### src/rtl/wave_pkg.sv
// Shared definitions for the waveform analyzer and its generator-side peers:
// FSM state encodings, default hysteresis and the peak-to-peak helper.
package wave_pkg;

    typedef enum logic [1:0] {
        WAIT_LOW  = 2'd0,
        WAIT_RISE = 2'd1,
        MEASURE   = 2'd2
    } wave_state_e;

    localparam int HYST_DEFAULT = 1024;

    // 17-bit difference so a full-scale swing (-32768 .. 32767) cannot overflow.
    function automatic logic [16:0] peak_to_peak(input logic signed [15:0] mx,
                                                 input logic signed [15:0] mn);
        return {mx[15], mx} - {mn[15], mn};
    endfunction

endpackage

### src/rtl/wave_analyzer_minmax_track.sv
// Running signed maximum/minimum of the samples seen since the last load.
module minmax_track
    import wave_pkg::*;
(
    input  logic               clk,
    input  logic               rst,
    input  logic               load_i,
    input  logic               update_i,
    input  logic signed [15:0] sample_i,
    output logic signed [15:0] max_o,
    output logic signed [15:0] min_o
);

    logic signed [15:0] max_q, max_d;
    logic signed [15:0] min_q, min_d;

    // Next extremes: load restarts tracking, update folds in one more sample.
    always_comb begin
        max_d = max_q;
        min_d = min_q;
        if (load_i) begin
            max_d = sample_i;
            min_d = sample_i;
        end else if (update_i) begin
            if (sample_i > max_q) begin
                max_d = sample_i;
            end else begin
                max_d = max_q;
            end
            if (sample_i < min_q) begin
                min_d = sample_i;
            end else begin
                min_d = min_q;
            end
        end else begin
            max_d = max_q;
            min_d = min_q;
        end
    end

    // Extreme registers.
    always_ff @(posedge clk) begin
        if (rst) begin
            max_q <= 16'sd0;
            min_q <= 16'sd0;
        end else begin
            max_q <= max_d;
            min_q <= min_d;
        end
    end

    assign max_o = max_q;
    assign min_o = min_q;

endmodule

### src/rtl/wave_analyzer.sv
// Measures period, extremes and peak-to-peak of a sampled waveform between
// consecutive hysteresis-qualified rising crossings.
module wave_analyzer
    import wave_pkg::*;
#(
    parameter int PERIOD_W = 20,
    parameter int HYST     = HYST_DEFAULT
) (
    input  logic                clk,
    input  logic                rst,
    input  logic                clk_en,
    input  logic signed [15:0]  sample_in,
    output logic [PERIOD_W-1:0] period_out,
    output logic signed [15:0]  max_out,
    output logic signed [15:0]  min_out,
    output logic [16:0]         pp_out,
    output logic                meas_valid,
    output logic                timeout
);

    localparam logic [PERIOD_W-1:0] CNT_ZERO = {PERIOD_W{1'b0}};
    localparam logic [PERIOD_W-1:0] CNT_ONE  = {{(PERIOD_W-1){1'b0}}, 1'b1};
    localparam logic [PERIOD_W-1:0] CNT_MAX  = {PERIOD_W{1'b1}};
    localparam logic signed [15:0]  HYST_POS = 16'(HYST);
    localparam logic signed [15:0]  HYST_NEG = 16'(0 - HYST);

    wave_state_e         state_q, state_d;
    logic [PERIOD_W-1:0] cnt_q, cnt_d;
    logic                armed_q, armed_d;

    logic                is_low_s, is_high_s;
    logic                publish_s, timeout_s;
    logic                trk_load_s, trk_update_s;
    logic signed [15:0]  trk_value_s;
    logic signed [15:0]  trk_max_s, trk_min_s;

    logic [PERIOD_W-1:0] period_q;
    logic signed [15:0]  max_q, min_q;
    logic [16:0]         pp_q;
    logic                meas_valid_q, timeout_q;

    assign is_low_s  = (sample_in <= HYST_NEG);
    assign is_high_s = (sample_in >= HYST_POS);

    // Crossing detection, sample counting and timeout decisions per enabled sample.
    always_comb begin
        state_d      = state_q;
        cnt_d        = cnt_q;
        armed_d      = armed_q;
        publish_s    = 1'b0;
        timeout_s    = 1'b0;
        trk_load_s   = 1'b0;
        trk_update_s = 1'b0;
        trk_value_s  = sample_in;
        if (clk_en) begin
            case (state_q)
                WAIT_LOW: begin
                    cnt_d   = CNT_ZERO;
                    armed_d = 1'b0;
                    if (is_low_s) begin
                        state_d = WAIT_RISE;
                    end else begin
                        state_d = WAIT_LOW;
                    end
                end
                WAIT_RISE: begin
                    if (is_high_s) begin
                        state_d    = MEASURE;
                        cnt_d      = CNT_ONE;
                        armed_d    = 1'b0;
                        trk_load_s = 1'b1;
                    end else if (cnt_q == CNT_MAX) begin
                        timeout_s   = 1'b1;
                        state_d     = WAIT_LOW;
                        cnt_d       = CNT_ZERO;
                        armed_d     = 1'b0;
                        trk_load_s  = 1'b1;
                        trk_value_s = 16'sd0;
                    end else begin
                        cnt_d = cnt_q + CNT_ONE;
                    end
                end
                MEASURE: begin
                    // A crossing is checked before the counter limit so it wins a tie.
                    if (armed_q && is_high_s) begin
                        publish_s  = 1'b1;
                        cnt_d      = CNT_ONE;
                        armed_d    = 1'b0;
                        trk_load_s = 1'b1;
                    end else if (cnt_q == CNT_MAX) begin
                        timeout_s   = 1'b1;
                        state_d     = WAIT_LOW;
                        cnt_d       = CNT_ZERO;
                        armed_d     = 1'b0;
                        trk_load_s  = 1'b1;
                        trk_value_s = 16'sd0;
                    end else begin
                        cnt_d        = cnt_q + CNT_ONE;
                        trk_update_s = 1'b1;
                        if (is_low_s) begin
                            armed_d = 1'b1;
                        end else begin
                            armed_d = armed_q;
                        end
                    end
                end
                default: begin
                    state_d = WAIT_LOW;
                    cnt_d   = CNT_ZERO;
                    armed_d = 1'b0;
                end
            endcase
        end else begin
            state_d = state_q;
            cnt_d   = cnt_q;
            armed_d = armed_q;
        end
    end

    // FSM state, sample counter and arm flag.
    always_ff @(posedge clk) begin
        if (rst) begin
            state_q <= WAIT_LOW;
            cnt_q   <= CNT_ZERO;
            armed_q <= 1'b0;
        end else begin
            state_q <= state_d;
            cnt_q   <= cnt_d;
            armed_q <= armed_d;
        end
    end

    minmax_track u_track (
        .clk      (clk),
        .rst      (rst),
        .load_i   (trk_load_s),
        .update_i (trk_update_s),
        .sample_i (trk_value_s),
        .max_o    (trk_max_s),
        .min_o    (trk_min_s)
    );

    // Published results; the tracker still excludes the crossing sample here.
    always_ff @(posedge clk) begin
        if (rst) begin
            period_q     <= CNT_ZERO;
            max_q        <= 16'sd0;
            min_q        <= 16'sd0;
            pp_q         <= 17'd0;
            meas_valid_q <= 1'b0;
            timeout_q    <= 1'b0;
        end else begin
            meas_valid_q <= publish_s;
            timeout_q    <= timeout_s;
            if (publish_s) begin
                period_q <= cnt_q;
                max_q    <= trk_max_s;
                min_q    <= trk_min_s;
                pp_q     <= peak_to_peak(trk_max_s, trk_min_s);
            end else begin
                period_q <= period_q;
                max_q    <= max_q;
                min_q    <= min_q;
                pp_q     <= pp_q;
            end
        end
    end

    assign period_out = period_q;
    assign max_out    = max_q;
    assign min_out    = min_q;
    assign pp_out     = pp_q;
    assign meas_valid = meas_valid_q;
    assign timeout    = timeout_q;

endmodule

### config.mk
export PLATFORM = sky130hd
export DESIGN_NAME = wave_analyzer
export DESIGN_NICKNAME = d
export VERILOG_FILES = /design/src/rtl/wave_pkg.sv /design/src/rtl/wave_analyzer_minmax_track.sv /design/src/rtl/wave_analyzer.sv
export SDC_FILE = /design/constraint.sdc
export NUM_CORES = 1
export LEC_CHECK = 0
export BUFFER_PORTS_ARGS = -buffer_cell sky130_fd_sc_hd__buf_4
export CORE_MARGIN = 2
export CORE_UTILIZATION = 53
export DETAILED_ROUTE_END_ITERATION = 8
export PLACE_DENSITY = 0.84
export SLEW_MARGIN = 20
export SYNTH_ARGS = -nofsm -noshare
export SYNTH_HDL_FRONTEND = slang
export SYNTH_HIERARCHICAL = 1
export SYNTH_SLANG_ARGS = --single-unit
### constraint.sdc
create_clock -name clk -period 12.1 [get_ports clk]
set_clock_uncertainty 0.2 [all_clocks]
set_input_delay 1.21 -clock clk [delete_from_list [all_inputs] [get_ports clk]]
set_output_delay 1.21 -clock clk [all_outputs]
set_load 0.005 [all_outputs]
[Word-level counts from Yosys, hierarchy flattened]
Cells that the tools add are included.
Storage, ports and cells
  flip-flop bits (word level): 126
  input bits: 19
  output and inout bits: 71
  logic and storage cells: 75
Cells by class
  add/sub/neg operators: 2
  $lt $le $gt $ge: 4
  equality and inequality tests: 6
  muxes and demuxes: 41
  bitwise gates (word level): 1
  reductions and logical operators: 10
Operator list (count)
  $mux 16: 10
  $mux 20: 3
  $pmux 20 s2: 1
  $pmux 16 s2: 1
  $add 20x1->20 const B: 1
  $eq 20x20->1 const B: 1
  $mux 1: 19
  $sub 16x16->17: 1
  $ge 16x12->1 const B: 1
  $gt 16x16->1: 1
  $le 16x11->1 const B: 1
  $lt 16x16->1: 1
  $mux 2: 3
  $pmux 1 s2: 3
  $pmux 2 s3: 1
  $reduce_and 2->1: 3
  $reduce_bool 2->1: 3
  $ne 4x4->1 const B: 1
  $ne 3x3->1 const B: 1
  $reduce_and 3->1: 1
  $eq 2x1->1 const B: 1
  $eq 2x2->1 const B: 1
  $logic_not 2->1: 1
  $ne 2x2->1 const B: 1
  3 further kinds: 3

[Logic depth before layout (Yosys ltp)]
Gate-level depths: netlist of run 1.
  depth after elaboration: 9
  gate-level depth with buffers: 17
  mapped depth without buffers: 15

[Hierarchy]
The synthesis of run 1 kept the hierarchy.
By module, submodules not included
  wave_analyzer: instances 1, cells each 607, area an instance 4704.5 um^2
  minmax_track: instances 1, cells each 239, area an instance 2204.6 um^2

[Worst setup path before layout of run 1]
Ideal clock, no wire load.
  kind: input to register
  from: in sample_in[12]
  to: reg u_track.min_q[10] (netlist: u_track/min_o[10])
  arrival: 4.266 ns
  setup slack: 7.516 ns
  stages: 16
  path buffers: 3
  cells stage by stage: nor3_1 > a21oi_1 > o21ai_0 > a21oi_1 > or2_4 > buf_6 > and2_1 > ha_1 > nand4_1 > or2_1 > or4_1 > o211ai_2 > mux2_4 > buf_12 > buf_12 > mux2i_1
Between the ends
  longest elaborated chain between the ends: 8
  elaborated cells on any way between the ends: 21
RTL lines
  start: declaration: line wave_analyzer.sv:12  | input logic signed [15:0] sample_in,
  $ge 16x12->1 (*): line wave_analyzer.sv:43  | assign is_high_s = (sample_in >= HYST_POS);
  $logic_and 1x1->1: line wave_analyzer.sv:85  | if (armed_q && is_high_s) begin
  $mux 16: line wave_analyzer.sv:85
  $pmux 16 s2 (*): line wave_analyzer.sv:56  | case (state_q)
  $mux 16 (*): line wave_analyzer.sv:55  | if (clk_en) begin
  named net trk_value_s[11]: line wave_analyzer.sv:34  | logic signed [15:0] trk_value_s;
  $lt 16x16->1 (*): line wave_analyzer_minmax_track.sv:30  | if (sample_i < min_q) begin
  $reduce_bool 2->1 (no source line) (*)
  $reduce_and 2->1 (no source line) (*)
  end signal: assignment: line wave_analyzer_minmax_track.sv:48  | min_q <= min_d;
  end: declaration: line wave_analyzer_minmax_track.sv:15  | logic signed [15:0] min_q, min_d;
The timed path passes the listed nets; every way through them passes the cells marked *. The select of a mux whose other input is x is not followed.
A chain may end at the register's enable or synchronous reset.

[Worst setup path in the final report of run 1]
  from: reg cnt_q[0]
  to: reg u_track.max_q[13] (netlist: u_track/max_o[13])
Between the ends
  longest elaborated chain between the ends: 8
  elaborated cells on any way between the ends: 22
RTL lines
  start: declaration: line wave_analyzer.sv:28  | logic [PERIOD_W-1:0] cnt_q, cnt_d;
  start signal: assignment: line wave_analyzer.sv:128  | cnt_q <= cnt_d;
  $eq 20x20->1 (*): line wave_analyzer.sv:72, wave_analyzer.sv:90
  $mux 16 (*): line wave_analyzer.sv:72, wave_analyzer.sv:90
  $mux 16, on equally long branches: line wave_analyzer.sv:85, wave_analyzer.sv:67
  $pmux 16 s2 (*): line wave_analyzer.sv:56
  $mux 16 (*): line wave_analyzer.sv:55
  named net trk_value_s[14]: line wave_analyzer.sv:34
  $gt 16x16->1 (*): line wave_analyzer_minmax_track.sv:25  | if (sample_i > max_q) begin
  $reduce_bool 2->1 (no source line) (*)
  $reduce_and 2->1 (no source line) (*)
  end signal: assignment: line wave_analyzer_minmax_track.sv:47  | max_q <= max_d;
  end: declaration: line wave_analyzer_minmax_track.sv:14  | logic signed [15:0] max_q, max_d;
Marks and branches as above.

==> results.sh, run 1 <==
export IMPL_yosys_warnings=6
export IMPL_syn_avg_cell_area_um2=8.167
export IMPL_final_hold_viol_count=0
export IMPL_relSlewSlack_pct=31.34
export IMPL_syn_nets=918
export IMPL_rsz0062_at_grt="false"
export IMPL_chipWidth_um=118.2
export IMPL_cts_root_buffer="sky130_fd_sc_hd__clkbuf_16"
export IMPL_place_detailed_hpwl_mm=12.37
export IMPL_syn_inst=846
export IMPL_cts_tree="done"
export IMPL_timing_max_cap_violations=0
export IMPL_outcome="completed"
export IMPL_post_cts_resize_count=0
export IMPL_dp_worst_setup_slack_ns=6.864
export IMPL_wire_length_of_the_first_global_routing_pass_mm=29.21
export IMPL_worst_setup_path_end_kind="register"
export IMPL_routed_via_count=6283
export IMPL_proportion_of_layout_cells_with_a_drive_suffix_above_1_pct=14.99
export IMPL_cts_root_to_sink_buffers=2
export IMPL_synth_seq_cells=126
export IMPL_design_final_nets=993
export IMPL_synth_simple_area_share_pct=25.01
export IMPL_sequentialPowerShare_pct=42.0
export IMPL_power_density_mw_per_mm2=122.8
export IMPL_dieHeight_um=118.2
export IMPL_tightestPinTransition_ns=1.030
export IMPL_drtPass1Iterations=5
export IMPL_cts_reportedPaths_clkPinSlew_ns=0.05
export IMPL_synthDistinctLibCells=65
export IMPL_power_share_combinational_pct=10.3
export IMPL_power_leakage_nw=3.357
export IMPL_timing_final_crit_share_pct=42.19
export IMPL_ios=90
export IMPL_drt_initial_drc_count=620
export IMPL_mostFrequentLayoutCell="sky130_fd_sc_hd__nand2_1"
export IMPL_mostFrequentLayoutCells="sky130_fd_sc_hd__nand2_1, sky130_fd_sc_hd__dfxtp_1, sky130_fd_sc_hd__buf_4"
export IMPL_start_kind="register"
export IMPL_grt_pass1_vias=5902
export IMPL_finalMaxSlewViolations=0
export IMPL_drc=0
export IMPL_number_of_placement_rows=41
export IMPL_synth_async_reset_ratio_pct=0
export IMPL_synthesis_area_mm2=0.006909
export IMPL_antenna_diode_count=0
export IMPL_gr_total_overflow=0
export IMPL_intPower_mw=0.7619
export IMPL_power_clock_fraction_pct=47.6
export IMPL_synth_enable_flop_cells=0
export IMPL_flow_area_growth_from_synthesis_pct=18.47
export IMPL_post_route_min_period_ns=5.105
export IMPL_antenna_left=0
export IMPL_fill_cells=1059
export IMPL_initial_core_utilization_pct=54.53
export IMPL_synth_yosys_seq_area_share_pct=36.51
export IMPL_placeableCoreArea_mm2=0.01267
export IMPL_postRouteWirelength_mm=17.91
export IMPL_synth_top_family_by_area="simple AND/OR/NAND/NOR gates"
export IMPL_grt_start_max_net_pins=109
export IMPL_timing_worst_setup_path_type="register to register"
export IMPL_place_gp_congestion=0.9384
export IMPL_critical_path_required_ns=12.23
export IMPL_irDropWorstVdd_mv=0.08416
export IMPL_multiplexer_area_fraction_after_synthesis_pct=4.853
export IMPL_layout_setup_ws_ns=6.995
export IMPL_cts_post_setup_buffers_inserted=0
export IMPL_final_setup_viol_count=0
export IMPL_grt_antenna_before_repair=0
export IMPL_min_delay_path_class="register to register"
export IMPL_max_clock_freq_mhz=195.9
export IMPL_synth_xor_area_share_pct=0.8874
export IMPL_clock_sinks=126
export IMPL_area_fraction_in_compound_gates_after_synthesis_pct=16.73
export IMPL_cts_hold_buffers_added=0
export IMPL_cp_arrival_ns=5.24
export IMPL_worstPathMaxFanout=15
export IMPL_synth_adder_area_share_pct=9.707
export IMPL_insertion_delay_ns=0.42
export IMPL_cts_max_level=4
export IMPL_netSwitchingFraction_pct=24.17
export IMPL_synth_top_flop_cell="sky130_fd_sc_hd__dfxtp_1"
export IMPL_grt_util_all_layers_pct=25.74
export IMPL_drt_vias_per_instance=5.681
export IMPL_count_of_buffers_inserted_at_the_top_level_ports=89
export IMPL_wire_length_per_cell_um=16.19
export IMPL_die_area_mm2=0.01397
export IMPL_setup_tns_ns=0
export IMPL_power_switching_mw=0.2429
export IMPL_tritoncts_num_buffers=17
per-stage QoR:
stage	utilization, %	cells	power (mW)	instance area [um2]	hold WS, ns
2_1_floorplan	-	846	0.5039	6909	0.2482
3_3_place_gp	60.22	1074	0.5290	7630	0.2442
3_5_place_dp	60.22	1074	0.5303	7630	0.2453
4_1_cts	64.60	1106	1.006	8185	0.2552
5_1_grt	64.60	1106	1.038	8185	0.2674
6_report	64.60	1106	1.005	8185	0.2538
metal layers:
metal  vias up  track usage, %  share of wire (%)
met5         -               0                  0
met4         0           8.735                1.7
met3        33           5.502                5.6
met2       199           41.37                 47
met1      2963           34.26                 46
li1       3088               -                  -
cell type report:
type / instances / area (um2) / share of cell area (%)
clock buffers: 25 / 495.5 / 6.053
clock inverters: 7 / 60.06 / 0.7337
inverters: 61 / 229.0 / 2.797
multi-input cells: 621 / 3958 / 48.35
flip-flops and latches: 126 / 2522 / 30.82
well taps: 172 / 215.2 / 2.629
repair buffers: 94 / 705.7 / 8.621
synth_stat cells (4+ instances only):
cell type | n | area share (%)
sky130_fd_sc_hd__nand4_1 | 11 | 1.0
sky130_fd_sc_hd__ha_1 | 52 | 9.4
sky130_fd_sc_hd__and2_1 | 16 | 1.4
sky130_fd_sc_hd__o21ai_0 | 30 | 2.2
sky130_fd_sc_hd__o21a_1 | 5 | 0.54
sky130_fd_sc_hd__nor4_1 | 7 | 0.63
sky130_fd_sc_hd__and4_1 | 4 | 0.51
sky130_fd_sc_hd__nand3_1 | 23 | 1.7
sky130_fd_sc_hd__nor3_1 | 12 | 0.87
sky130_fd_sc_hd__nor3b_1 | 4 | 0.43
sky130_fd_sc_hd__dfxtp_1 | 126 | 37
sky130_fd_sc_hd__or3_1 | 8 | 0.72
sky130_fd_sc_hd__nand2b_1 | 53 | 4.8
sky130_fd_sc_hd__nor2_1 | 29 | 1.6
sky130_fd_sc_hd__and3_1 | 10 | 0.91
sky130_fd_sc_hd__inv_1 | 61 | 3.3
sky130_fd_sc_hd__mux2i_1 | 32 | 4.6
sky130_fd_sc_hd__xor2_1 | 4 | 0.51
sky130_fd_sc_hd__nand2_1 | 139 | 7.6
sky130_fd_sc_hd__clkbuf_1 | 25 | 1.4
sky130_fd_sc_hd__nor2b_1 | 7 | 0.63
sky130_fd_sc_hd__a31oi_1 | 5 | 0.45
sky130_fd_sc_hd__or4_1 | 5 | 0.54
sky130_fd_sc_hd__a21oi_1 | 89 | 6.4
sky130_fd_sc_hd__a21o_1 | 13 | 1.4
sky130_fd_sc_hd__a211oi_1 | 5 | 0.54
sky130_fd_sc_hd__buf_2 | 7 | 0.51
sky130_fd_sc_hd__o31ai_1 | 8 | 0.87
sky130_fd_sc_hd__o211ai_1 | 5 | 0.54
flip-flops by register name, indices dropped and copies added (netlist names), 2 cells and up:
name           flops
max_out           16
u_track/min_o     16
u_track/max_o     16
cnt_q             20
min_out           16
pp_out            17
period_out        20
state_q            2
worst max-delay path, cell delays in order (launching register included):
cell and delay (ns):
sky130_fd_sc_hd__dfxtp_1 0.46, sky130_fd_sc_hd__ha_1 0.25, sky130_fd_sc_hd__nand3_1 0.11, sky130_fd_sc_hd__or4_4 0.60, sky130_fd_sc_hd__nor3_4 0.45, sky130_fd_sc_hd__a21oi_1 0.12, sky130_fd_sc_hd__or2_4 0.32, sky130_fd_sc_hd__and2_1 0.21
sky130_fd_sc_hd__ha_1 0.30, sky130_fd_sc_hd__nand4_1 0.17, sky130_fd_sc_hd__nor4_1 0.50, sky130_fd_sc_hd__a21boi_0 0.35, sky130_fd_sc_hd__or4_1 0.18, sky130_fd_sc_hd__nand3_1 0.46, sky130_fd_sc_hd__mux2i_1 0.33
final timing paths:
kind	start	to	slack [ns]	depth (start not counted)
max	cnt_q[0]	u_track/max_o[13]	7.00	14
min	period_out[8]	period_out[8]	0.25	2
max reg2reg	cnt_q[0]	u_track/max_o[13]	7.00	14
min reg2reg	period_out[8]	period_out[8]	0.25	2
power by group through the flow:
stage               registers [mW]  logic [mW]  clock network (mW)
floorplan                    0.429      0.0747                   0
global placement             0.431      0.0980                   0
detailed placement           0.431      0.0993                   0
CTS                          0.422       0.101               0.483
global route                 0.422       0.114               0.502
finish                       0.422       0.104               0.479
kinds of logic after synthesis:
logic type	count (synthesis)
AO/OA/AOI/OAI	188
buffers and inverters	99
XOR/XNOR	7
AND/OR/NAND/NOR	340
multiplexers	33
flip-flops	126
adder cells (fa/ha/maj)	53
(Power assumes the default switching activity.)
==> run 2, diff against run 1 <==
clock period = 4.7 ns   (was 12.1 ns; I/O delays follow)
==> results.sh, run 2 (synthesis results as in run 1) <==
export IMPL_worst_setup_path_end_kind="register"
export IMPL_timing_max_cap_violations=0
export IMPL_post_route_min_period_ns=4.469
export IMPL_tritoncts_num_buffers=17
export IMPL_critPathMaxStageDelay_ns=0.60
export IMPL_critPathLaunch="cnt_q[0]"
export IMPL_power_density_mw_per_mm2=326.8
export IMPL_grt_util_all_layers_pct=25.24
export IMPL_cpMaxStageDelayCell="sky130_fd_sc_hd__or4_4"
export IMPL_critical_path_required_ns=4.85
export IMPL_place_gp_congestion=0.9377
export IMPL_dieHeight_um=118.2
export IMPL_count_of_buffers_inserted_at_the_top_level_ports=89
export IMPL_design_final_nets=996
export IMPL_final_setup_viol_count=0
export IMPL_critical_path_most_common_cell="sky130_fd_sc_hd__ha_1"
export IMPL_timing_final_crit_share_pct=95.09
export IMPL_final_hold_slack_ns=0.1074
export IMPL_worstPathMaxFanout=15
export IMPL_cts_hold_buffers_added=0
export IMPL_drt_initial_drc_count=672
export IMPL_relSlewSlack_pct=38.98
export IMPL_grt_pass1_vias=5797
export IMPL_flow_area_growth_from_synthesis_pct=19.70
export IMPL_cp_cell_sequence="ha_1 > nand3_1 > or4_4 > nor3_4 > a21oi_1 > or2_4 > and2_1 > ha_1 > nand4_1 > nor4_1 > a21boi_0 > or4_1 > and3_1 > mux2i_1"
export IMPL_wire_length_per_cell_um=15.60
export IMPL_drtPass1Iterations=7
export IMPL_timing_worst_setup_path_type="register to register"
export IMPL_setup_reg_to_reg_worst_slack_ns=0.23
export IMPL_rsz0062_at_grt="false"
export IMPL_cts_root_buffer="sky130_fd_sc_hd__clkbuf_16"
export IMPL_fill_cells=1036
export IMPL_grt_antenna_before_repair=0
export IMPL_chipWidth_um=118.2
export IMPL_mostFrequentLayoutCell="sky130_fd_sc_hd__nand2_1"
export IMPL_power_leakage_nw=3.391
export IMPL_finalMaxSlewViolations=0
export IMPL_initial_core_utilization_pct=54.53
export IMPL_tightestPinTransition_ns=0.9154
export IMPL_dpl_instance_area_mm2=0.007652
export IMPL_irDropWorstVdd_mv=0.2051
export IMPL_grt_start_max_net_pins=102
export IMPL_number_of_placement_rows=41
export IMPL_antenna_diode_count=0
export IMPL_finished_cell_area_mm2=0.008270
export IMPL_ios=90
export IMPL_r2r_worst_path_cells=14
export IMPL_cts_post_setup_buffers_inserted=0
export IMPL_drt_vias_per_instance=5.655
export IMPL_die_area_mm2=0.01397
export IMPL_worst_setup_path_endpoint="u_track/max_o[2]"
export IMPL_max_clock_freq_mhz=223.8
export IMPL_worstPathBufferInverterCount=0
export IMPL_min_delay_path_class="input pin to register"
export IMPL_mostFrequentLayoutCells="sky130_fd_sc_hd__nand2_1, sky130_fd_sc_hd__dfxtp_1, sky130_fd_sc_hd__buf_4"
export IMPL_cts_reportedPaths_clkPinSlew_ns=0.06
export IMPL_gr_total_overflow=0
export IMPL_start_kind="register"
export IMPL_insertion_delay_ns=0.42
export IMPL_cp_arrival_ns=4.62
export IMPL_antenna_left=0
export IMPL_placeableCoreArea_mm2=0.01267
export IMPL_final_hold_viol_count=0
export IMPL_clock_sinks=126
export IMPL_proportion_of_layout_cells_with_a_drive_suffix_above_1_pct=15.69
export IMPL_outcome="completed"
export IMPL_worst_hold_startpoint="clk_en"
export IMPL_worst_path_stages=14
export IMPL_cts_max_level=4
export IMPL_postRouteWirelength_mm=17.30
export IMPL_cts_tree="done"
export IMPL_routed_via_count=6271
export IMPL_timing_hold_worst_path_depth=2
export IMPL_setup_tns_ns=0
export IMPL_drc=0
export IMPL_place_detailed_hpwl_mm=12.07
export IMPL_post_cts_resize_count=0
export IMPL_cts_root_to_sink_buffers=2
export IMPL_wire_length_of_the_first_global_routing_pass_mm=28.72
export IMPL_cp_top_family="simple AND/OR/NAND/NOR gates"
export IMPL_worstReg2RegStart="cnt_q[0]"
export IMPL_reg2reg_to="u_track/max_o[2]"
==> run 2: changes by cell type in the layout (fill, tap and decap cells not counted), sizes merged <==
cell | previous run | this run
clkbuf | 25 | 21
buf | 94 | 97
clkinvlp | 0 | 3
bufinv | 1 | 3
clkinv | 6 | 5
==> run 2: through the flow <==
stage / worst slack [ns] / power, mW / std cells / util, %
6_report: 0.2307 / 2.703 / 1109 / 65.27
3_5_place_dp: 0.3333 / 1.364 / 1077 / 60.39
2_1_floorplan: 0.4014 / 1.297 / 846 / -
5_1_grt: 0.03621 / 2.797 / 1109 / 65.27
3_3_place_gp: 0.4280 / 1.360 / 1077 / 60.39
4_1_cts: 0.2888 / 2.711 / 1109 / 65.27
==> run 2: where the power goes <==
group | switching [mW] | internal, mW | leakage (nW) | total (mW)
combinational | 0.156 | 0.108 | 2.08 | 0.264
sequential | 0.0104 | 1.08 | 1.02 | 1.09
clock | 0.468 | 0.883 | 0.301 | 1.35
==> run 2: area by class of cell <==
| cell class | instances | area [um2] | share of cell area (%) |
|---|---|---|---|
| inverter | 61 | 229.0 | 2.769 |
| sequential | 126 | 2522 | 30.50 |
| multi-input combinational | 621 | 3958 | 47.85 |
| tap | 172 | 215.2 | 2.602 |
| timing repair buffer | 97 | 728.2 | 8.805 |
| clock inverter | 11 | 137.6 | 1.664 |
| clock buffer | 21 | 480.5 | 5.809 |
==> run 2: worst min path at each step <==
stage,endpoint
floorplan,pp_out[4]
global placement,period_out[18]
detailed placement,max_out[14]
CTS,armed_q
global route,armed_q
finish,armed_q
==> run 2: metal layers <==
metal	wire (um)	vias up	global-route usage (%)
met5	0	-	0
met4	333	0	10.24
met3	996	28	5.405
met2	7920	215	39.34
met1	8047	2937	33.95
li1	-	3091	-
==> run 3, diff against run 2 <==
PLACE_DENSITY = 0.87   (was 0.84)
clock period = 3.99 ns   (was 4.7 ns; I/O delays follow)
==> results.sh, run 3 (synthesis results as in run 1) <==
export IMPL_dieHeight_um=118.2
export IMPL_flow_area_growth_from_synthesis_pct=22.98
export IMPL_outcome="completed"
export IMPL_intPower_mw=2.455
export IMPL_power_switching_mw=0.7576
export IMPL_grt_use_met2_pct=39.20
export IMPL_dp_worst_setup_slack_ns=0.01069
export IMPL_gr_total_overflow=0
export IMPL_final_setup_viol_count=0
export IMPL_seqCellArea_mm2=0.002532
export IMPL_cts_tree="done"
export IMPL_relSlewSlack_pct=43.95
export IMPL_netSwitchingFraction_pct=23.58
export IMPL_critical_path_required_ns=4.09
export IMPL_pnr_total_power_mw=3.213
export IMPL_cts_max_level=4
export IMPL_grtUsageMet1_pct=36.17
export IMPL_routed_via_count=6471
export IMPL_worstPathMaxFanout=8
export IMPL_grt_use_met3_pct=6.419
export IMPL_chipWidth_um=118.2
export IMPL_rsz0062_at_grt="true"
export IMPL_gr_max_usage_layer="met2"
export IMPL_timing_worst_setup_path_type="register to register"
export IMPL_count_of_buffers_inserted_at_the_top_level_ports=89
export IMPL_wire_length_per_cell_um=16.23
export IMPL_critPathMaxStageDelay_ns=0.47
export IMPL_finalMaxSlewViolations=0
export IMPL_grt_start_max_net_pins=96
export IMPL_min_delay_path_class="input pin to register"
export IMPL_max_clock_freq_mhz=251.1
export IMPL_start_kind="register"
export IMPL_drtPass1Iterations=6
export IMPL_cts_reportedPaths_clkPinSlew_ns=0.06
export IMPL_place_gp_congestion=0.9844
export IMPL_post_route_min_period_ns=3.982
export IMPL_die_area_mm2=0.01397
export IMPL_dpl_instance_area_mm2=0.007766
export IMPL_proportion_of_layout_cells_with_a_drive_suffix_above_1_pct=19.05
export IMPL_cpMaxStageDelayCell="sky130_fd_sc_hd__or4_4"
export IMPL_tightestPinTransition_ns=0.8407
export IMPL_timing_final_crit_share_pct=99.80
export IMPL_worst_hold_startpoint="clk_en"
export IMPL_wire_length_of_the_first_global_routing_pass_mm=29.72
export IMPL_multiInputGateArea_mm2=0.004091
export IMPL_layout_setup_ws_ns=0.007805
export IMPL_insertion_delay_ns=0.43
export IMPL_finished_cell_area_mm2=0.008497
export IMPL_initial_core_utilization_pct=54.53
export IMPL_antenna_diode_count=0
export IMPL_drc=0
export IMPL_power_density_mw_per_mm2=378.1
export IMPL_power_clock_fraction_pct=49.5
export IMPL_grt_pass1_vias=6043
export IMPL_holdPathEnd="armed_q"
export IMPL_placeableCoreArea_mm2=0.01267
export IMPL_cts_root_to_sink_buffers=2
export IMPL_worst_setup_path_end_kind="register"
export IMPL_setup_reg_to_reg_worst_slack_ns=0.008
export IMPL_drt_vias_per_instance=5.767
export IMPL_worstReg2RegStart="cnt_q[0]"
export IMPL_antenna_left=0
export IMPL_timing_max_cap_violations=0
export IMPL_mostFrequentLayoutCells="sky130_fd_sc_hd__nand2_1, sky130_fd_sc_hd__dfxtp_1, sky130_fd_sc_hd__buf_4"
export IMPL_postRouteWirelength_mm=18.21
export IMPL_tritoncts_num_buffers=17
export IMPL_number_of_placement_rows=41
export IMPL_final_hold_viol_count=0
export IMPL_fill_cells=1006
export IMPL_ios=90
export IMPL_clock_sinks=126
export IMPL_power_share_combinational_pct=10.6
export IMPL_grt_util_all_layers_pct=25.91
export IMPL_cts_root_buffer="sky130_fd_sc_hd__clkbuf_16"
export IMPL_cp_arrival_ns=4.09
export IMPL_r2r_worst_path_cells=14
export IMPL_place_detailed_hpwl_mm=12.09
export IMPL_timing_hold_worst_path_depth=2
export IMPL_power_leakage_nw=3.467
export IMPL_drt_initial_drc_count=730
export IMPL_grt_antenna_before_repair=0
export IMPL_irDropWorstVdd_mv=0.2914
export IMPL_sequentialPowerShare_pct=39.8
export IMPL_design_final_nets=1009
export IMPL_cp_cell_sequence="ha_4 > nand3_2 > or4_4 > nor3_4 > a21oi_2 > or2_4 > and2_4 > ha_1 > nand4_1 > or2_4 > or4_4 > o211ai_4 > mux2_4 > mux2i_2"
export IMPL_mostFrequentLayoutCell="sky130_fd_sc_hd__nand2_1"
export IMPL_reg2reg_to="u_track/min_o[13]"
-- run 3: cell types whose count changed in the layout (fill, tap and decap cells not counted), sizes merged --
| cell | previous run | this run |
|---|---|---|
| buf | 97 | 108 |
| clkbuf | 21 | 27 |
| clkinv | 5 | 1 |
| clkinvlp | 3 | 1 |
| mux2 | 1 | 2 |
| or2 | 3 | 4 |
-- run 3: metrics by stage --
step                      TNS (ns)  util [%]  hold WS, ns  std cells
after global placement           0     61.29       0.2438       1086
after global routing       -0.9606     67.06      0.02879       1122
final                            0     67.06      0.03457       1122
after detailed placement         0     61.29       0.2470       1086
after floorplan                  0         -       0.2482        846
after CTS                        0     66.12      0.01771       1118
-- run 3: timing repair --
item	4_1_cts	5_1_grt
resized for setup	3	23
cloned	0	2
pin swaps	0	7
endpoints found under the setup margin	6	32
hold buffers	0	0
buffers inserted	0	2
-- run 3: worst max path at each step --
| stage | start | to | slack (ns) | cells past startpoint |
|---|---|---|---|---|
| global route | cnt_q[0] | u_track/max_o[14] | -0.08 | 15 |
| CTS | cnt_q[0] | u_track/min_o[13] | 0.01 | 14 |
| floorplan | cnt_q[0] | u_track/min_o[10] | 0.01 | 17 |
| global placement | cnt_q[0] | u_track/min_o[13] | 0.09 | 14 |
| finish | cnt_q[0] | u_track/min_o[13] | 0.008 | 14 |
| detailed placement | cnt_q[0] | u_track/max_o[3] | 0.01 | 14 |
-- run 3: area by class of cell --
cell class,count,area share [%]
Tap cell,172,2.533
Inverter,61,2.695
Clock inverter,5,1.207
Sequential cell,126,29.80
Multi-Input combinational cell,623,48.15
Timing Repair Buffer,108,9.689
Clock buffer,27,5.920
-- run 3: power groups by stage --
| stage | Clock, mW | Combinational (mW) | Sequential [mW] |
|---|---|---|---|
| 2_1_floorplan | 0 | 0.228 | 1.30 |
| 3_3_place_gp | 0 | 0.297 | 1.31 |
| 3_5_place_dp | 0 | 0.303 | 1.31 |
| 4_1_cts | 1.60 | 0.311 | 1.28 |
| 5_1_grt | 1.66 | 0.372 | 1.28 |
| 6_report | 1.59 | 0.341 | 1.28 |
-- run 3: layer usage --
metal | part of all wire, % | wire, um
met5 | 0 | 0
met4 | 2.1 | 379
met1 | 45 | 8215
met3 | 8.4 | 1534
met2 | 44 | 8078
-- run 3: worst max-delay path: cells and delay by family, from the launching register on --
family                   cells  cell delay (ns)
adder cells (fa/ha/maj)      2             0.44
flip-flops                   1             0.36
multiplexers                 2             0.60
AO/OA/AOI/OAI                2             0.24
AND/OR/NAND/NOR              8             2.03
